## src/rtl/reg_bcd_display.sv

```systemverilog
// reg_bcd_display: selects one register channel per request and converts it
// to NDIG BCD digits with a bit-serial shift-add-3 loop, driving NDIG
// active-low 7-segment displays and flagging values that need more digits.
// Optional feature macro: RBD_LEADING_ZERO_BLANK_EN (blank leading zero digits).
module reg_bcd_display #(
  parameter int WIDTH = 16,
  parameter int NDIG  = 5,
  parameter int NCH   = 8,
  parameter int SELW  = 3
) (
  input  logic                  clock,
  input  logic                  resetn,
  input  logic [NCH*WIDTH-1:0]  val_bus,
  input  logic [SELW-1:0]       sel,
  input  logic                  start,
  output logic                  busy,
  output logic                  done,
  output logic                  ovf,
  output logic [4*NDIG-1:0]     bcd,
  output logic [7*NDIG-1:0]     hex
);

  localparam int CW = (WIDTH > 1) ? $clog2(WIDTH) : 1;

  function automatic logic [63:0] pow10(input int unsigned n);
    logic [63:0] r;
    r = 64'd1;
    for (int unsigned k = 0; k < n; k++) r = r * 64'd10;
    return r;
  endfunction

  localparam logic [63:0] LIMIT = pow10(NDIG);

  function automatic logic [6:0] seg7(input logic [3:0] d);
    case (d)
      4'd0:    return 7'b0000001;
      4'd1:    return 7'b1001111;
      4'd2:    return 7'b0010010;
      4'd3:    return 7'b0000110;
      4'd4:    return 7'b1001100;
      4'd5:    return 7'b0100100;
      4'd6:    return 7'b0100000;
      4'd7:    return 7'b0001111;
      4'd8:    return 7'b0000000;
      4'd9:    return 7'b0000100;
      default: return 7'b1111111;
    endcase
  endfunction

  // Digits are scanned from the top so a zero is blanked only while every
  // digit above it is also zero; digit 0 is always shown.
  function automatic logic [7*NDIG-1:0] encode(input logic [4*NDIG-1:0] v);
    logic [7*NDIG-1:0] h;
`ifdef RBD_LEADING_ZERO_BLANK_EN
    logic lead;
    lead = 1'b1;
`endif
    h = '1;
    for (int unsigned k = 0; k < NDIG; k++) begin
      int unsigned i;
      i = NDIG - 1 - k;
      h[7*i +: 7] = seg7(v[4*i +: 4]);
`ifdef RBD_LEADING_ZERO_BLANK_EN
      if (v[4*i +: 4] != 4'd0) lead = 1'b0;
      if (lead && (i != 0)) h[7*i +: 7] = '1;
`endif
    end
    return h;
  endfunction

  typedef enum logic [1:0] {S_IDLE, S_LOAD, S_SHIFT, S_DONE} state_t;

  state_t                state, state_nx;
  logic [WIDTH-1:0]      shreg, shreg_sh, chan_val;
  logic [4*NDIG-1:0]     acc, acc_adj, acc_sh;
  logic [CW-1:0]         bitcnt;
  logic                  ovf_nx;

  assign busy = (state != S_IDLE);
  assign done = (state == S_DONE);

  // Channel select; out-of-range sel falls through to zero.
  always_comb begin
    chan_val = '0;
    for (int unsigned c = 0; c < NCH; c++)
      if (sel == SELW'(c)) chan_val = val_bus[c*WIDTH +: WIDTH];
  end

  // One double-dabble step: add 3 to digits >= 5, then shift {acc,shreg} left.
  always_comb begin
    acc_adj = acc;
    for (int unsigned i = 0; i < NDIG; i++)
      if (acc[4*i +: 4] >= 4'd5) acc_adj[4*i +: 4] = acc[4*i +: 4] + 4'd3;
    acc_sh   = {acc_adj[4*NDIG-2:0], shreg[WIDTH-1]};
    shreg_sh = {shreg[WIDTH-2:0], 1'b0};
  end

  // State register.
  always_ff @(posedge clock) begin
    if (!resetn) state <= S_IDLE;
    else         state <= state_nx;
  end

  // Next-state logic.
  always_comb begin
    state_nx = state;
    case (state)
      S_IDLE:  if (start) state_nx = S_LOAD;
      S_LOAD:  state_nx = S_SHIFT;
      S_SHIFT: if (bitcnt == '0) state_nx = S_DONE;
      S_DONE:  state_nx = S_IDLE;
      default: state_nx = S_IDLE;
    endcase
  end

  // Datapath. Results are written on the final shift edge straight from the
  // step logic, so bcd/hex/ovf are already valid in the cycle done is high.
  always_ff @(posedge clock) begin
    if (!resetn) begin
      shreg  <= '0;
      acc    <= '0;
      bitcnt <= '0;
      ovf_nx <= 1'b0;
      ovf    <= 1'b0;
      bcd    <= '0;
      hex    <= encode('0);
    end else begin
      case (state)
        S_IDLE: if (start) begin
          shreg <= chan_val;
          acc   <= '0;
        end
        S_LOAD: begin
          ovf_nx <= (64'(shreg) >= LIMIT);
          bitcnt <= CW'(WIDTH - 1);
        end
        S_SHIFT: begin
          acc    <= acc_sh;
          shreg  <= shreg_sh;
          bitcnt <= bitcnt - 1'b1;
          if (bitcnt == '0) begin
            bcd <= acc_sh;
            hex <= encode(acc_sh);
            ovf <= ovf_nx;
          end
        end
        default: ;
      endcase
    end
  end

endmodule

```

## config.mk

```make
export PLATFORM = sky130hd
export DESIGN_NAME = reg_bcd_display
export DESIGN_NICKNAME = d
export VERILOG_FILES = /design/src/rtl/reg_bcd_display.sv
export SDC_FILE = /design/constraint.sdc
export NUM_CORES = 1
export LEC_CHECK = 0
export ABC_AREA = 1
export BUFFER_PORTS_ARGS = -buffer_cell sky130_fd_sc_hd__buf_2
export CORE_ASPECT_RATIO = 0.75
export CORE_MARGIN = 2
export CORE_UTILIZATION = 30
export CTS_BUF_LIST = sky130_fd_sc_hd__clkbuf_4 sky130_fd_sc_hd__clkbuf_8 sky130_fd_sc_hd__clkbuf_16
export DETAILED_ROUTE_END_ITERATION = 8
export MAX_ROUTING_LAYER = met4
export PLACE_DENSITY = 0.57
export SKIP_LAST_GASP = 1
export SYNTH_ARGS = -nofsm -noshare
export SYNTH_HDL_FRONTEND = slang
export SYNTH_SLANG_ARGS = --single-unit
```

## constraint.sdc

```tcl
create_clock -name clock -period 2.6 [get_ports clock]
set_clock_uncertainty 0.15 [all_clocks]
set_input_delay 0.39 -clock clock [delete_from_list [all_inputs] [get_ports clock]]
set_output_delay 0.39 -clock clock [all_outputs]
set_load 0.1 [all_outputs]
```

==> impl_results.md <==
- Data arrival, critical path: roughly 2.5 ns
- Grt ovf: 0
- Iter 0 DRT Violations: between 300 and 400
- Leak: between 3 and 4 nW
- Total wire length: between 15000 and 20000 µm
- Switching share of power: 0.4547
- Grt met1 use: 0.2307
- I/O Buffers: 190
- Clk_lat worst skew: approximately 0.34 ns
- CP Max Fanout: 6
- HPWL Detailed: about 13000 µm
- Least-Margin Pin Slew: roughly 0.96 ns
- Fin crit period: about 2.3 ns
- Critical Path Max Stage Delay: 0.42 ns
- Mapped Area: around 6000 µm²
- Busiest metal layer after global routing: met2
- Critical Path, Cell by Cell: inv_1, ha_1, inv_1, nand2_1, nand3_1, xor2_1, inv_1, ha_1, inv_1, nor2_1, o21ai_0, nor2_1, nor2_1
- TNS Setup: 0 ns
- Root Buffer: clkbuf_16
- Max-Cap Viols: 0
- Crit end category: flip-flop
- Met2 global-route usage: 0.2559
- Post-CTS Hold Fix Bufs: 0
- CTS tree: done
- Worst min path class: primary input to flip-flop
- Yosys reg bits: 97
- Wire length per cell: 12.70 µm
- Residual DRC: 0
- Core Box Area: ~19000 µm²
- Avg Inst Size Synth: 6.435 µm²
- Worst setup SP type: flip-flop
- Most frequent CP cell: inv_1
- R2R setup slack: around 0.27 ns
- Die height: between 100 and 150 µm
- Final Hold Viols: 0
- Die ar.: 21080 µm²
- Int Power: around 3.3 mW
- Flop pwr share: 0.309
- Fmax achieved: between 400 and 500 MHz
- Layout cells sized above 1: 0.2214
- Period utilization: 0.8950
- Die width: ~170 µm
- Sequential share of the synthesized area: 0.3248
- Placed cell area: 7203 µm²
- Synth warn: 0
- Critical path's slowest cell: xor2_1
- Setup Viol. Count Final: 0
- Synth cell types: 30
- Pin count of the biggest net entering global routing: 62
- Max Buffers Root-to-Sink: 2
- Worst Path Class, Setup: flip-flop to flip-flop
- Final #Nets: between 1000 and 1500
- PostCTS Resize Cnt: 0
- Core Util, Final: 0.3877
- Routed vias: between 6000 and 7000
- Clock sinks: 97
- Post-route cell area: 7535 µm²
- Avg Vias per Cell: between 4 and 5
- RSZ-0062 raised after global routing: false
- Power share of the combinational group: 0.445
- Rows: 44
- Global-route wire length before repair: 29160 µm
- Detail Route Antenna Nets: 0
- P per Cell Area: 795.9 nW/µm²
- Worst EP required: about 2.7 ns
- Number of inserted diodes: 0
- Starting Density: 0.3076
- Worst relative slew slack: 0.3557
- Clock-pin transition on the worst setup and hold timing paths: 0.07 ns
- Clock network fraction of design power: 0.247
- Router iterations before antenna repair: 4
- Mapped Nets: around 1100
- Initial antenna violation count: 0
- Synthesized instance count: between 900 and 1000
- Grt met3 use: 0.03457
- Post-CTS Setup Bufs: 0
- Slew Viols, Final: 0
- I/O Pins: roughly 190
- H-tree levels: 3
- Cts bufs inserted: 9
- Total GRT Usage: 0.1702
- P_sw: ~2.7 mW
- Worst ir drop on vdd: a little under 600 µV
- Layout area overhead: 26.04%
- RePlAce Congestion: between 0.8 and 0.9
- Status: completed
- Number of global-route vias before repair: ~6000
[power by group through the flow]
stage	clock (mW)	sequential (mW)	combinational [mW]
after floorplan	0	2.71	1.24
after global placement	0	1.88	2.67
after detailed placement	0	1.88	2.68
after CTS	1.53	1.85	2.69
after global routing	1.59	1.88	2.92
final	1.48	1.85	2.67
[cell usage in the layout (no fill, tap or decap), drive strengths merged]
cell type	count
buf	206
dfxtp	97
o21bai	1
nor3	5
inv	129
nand4	19
a22oi	2
nand3	62
a31o	1
o22ai	14
bufinv	2
a21oi	83
o211ai	18
clkinvlp	1
nand2	246
o21a	5
nor2	107
a31oi	7
a211oi	1
or2	10
o21ai	37
clkbuf	11
ha	39
conb	1
xor2	7
[layer usage]
layer	share of wire	vias up
li1	-	3330
met1	0.50	2841
met2	0.43	126
met3	0.044	31
met4	0.022	0
met5	0	-
[Yosys cell counts]
cell	number	area, µm²
a211oi_1	1	7.510
a21oi_1	82	410.4
a21oi_2	1	8.760
a22oi_1	2	15.01
a31o_2	1	8.760
a31oi_1	7	43.79
buf_2	18	90.09
buf_4	2	15.01
clkbuf_1	20	75.07
conb_1	1	3.750
dfxtp_1	97	1942
ha_1	39	488.0
inv_1	123	461.7
inv_2	4	15.01
nand2_1	246	923.4
nand3_1	62	310.3
nand4_1	19	118.9
nor2_1	106	397.9
nor2_2	1	6.260
nor3_2	4	40.04
nor3_4	1	16.27
o211ai_1	18	135.1
o21a_1	5	37.54
o21ai_0	35	175.2
o21ai_1	1	5.000
o21ai_2	1	8.760
o21bai_1	1	7.510
o22ai_1	14	87.58
or2_2	10	62.56
xor2_1	7	61.31
[final timing paths]
check,to,startpoint,cells after the start
max,hex[30],acc[16],13
min,shreg[8],val_bus[72],5
max reg2reg,hex[30],acc[16],13
min reg2reg,acc[17],acc[17],2
[flip-flops by register name, indices dropped and copies added (netlist names)]
register  cells
state         2
shreg        16
bitcnt        4
bcd          20
acc          20
hex          35
[area by class of cell]
type	count	area [µm²]
Inverter	127	476.7
Fill cell	2128	11900
Multi-Input combinational cell	665	3385
Tap cell	253	316.6
Sequential cell	97	1942
Clock buffer	11	246.5
Clock inverter	5	85.08
Timing Repair Buffer	206	1084
[through the flow]
| stage | setup slack (ns) | std cells | hold slack (ns) | total power, mW |
|---|---|---|---|---|
| floorplan | 0.1113 | 929 | 0.2814 | 3.950 |
| global placement | 0.3421 | 1348 | 0.3040 | 4.556 |
| detailed placement | 0.2889 | 1348 | 0.3053 | 4.564 |
| CTS | 0.2604 | 1364 | 0.2408 | 6.067 |
| global route | 0.02266 | 1364 | 0.2527 | 6.393 |
| finish | 0.2729 | 1364 | 0.2447 | 5.997 |
[logic make-up (layout without fill, tap and decap cells)]
family          count (synthesis)  after routing  share of synthesized area
compound gates                169            169                     0.1591
xor+xnor                        7              7                    0.01026
fa+ha+maj                      39             39                    0.08162
buf+inv                       167            349                     0.1099
flops                          97             97                     0.3248
other cells                     1              1                  0.0006273
simple gates                  449            449                     0.3137
[critical path, delay by kind of cell, from the launching register on]
| kind | cells | cell delay (ns) |
|---|---|---|
| XOR/XNOR | 1 | 0.42 |
| adder cells (fa/ha/maj) | 2 | 0.43 |
| AO/OA/AOI/OAI | 1 | 0.15 |
| AND/OR/NAND/NOR | 5 | 0.37 |
| flip-flops | 1 | 0.39 |
| buffers and inverters | 4 | 0.34 |
(Power assumes the default switching activity.)
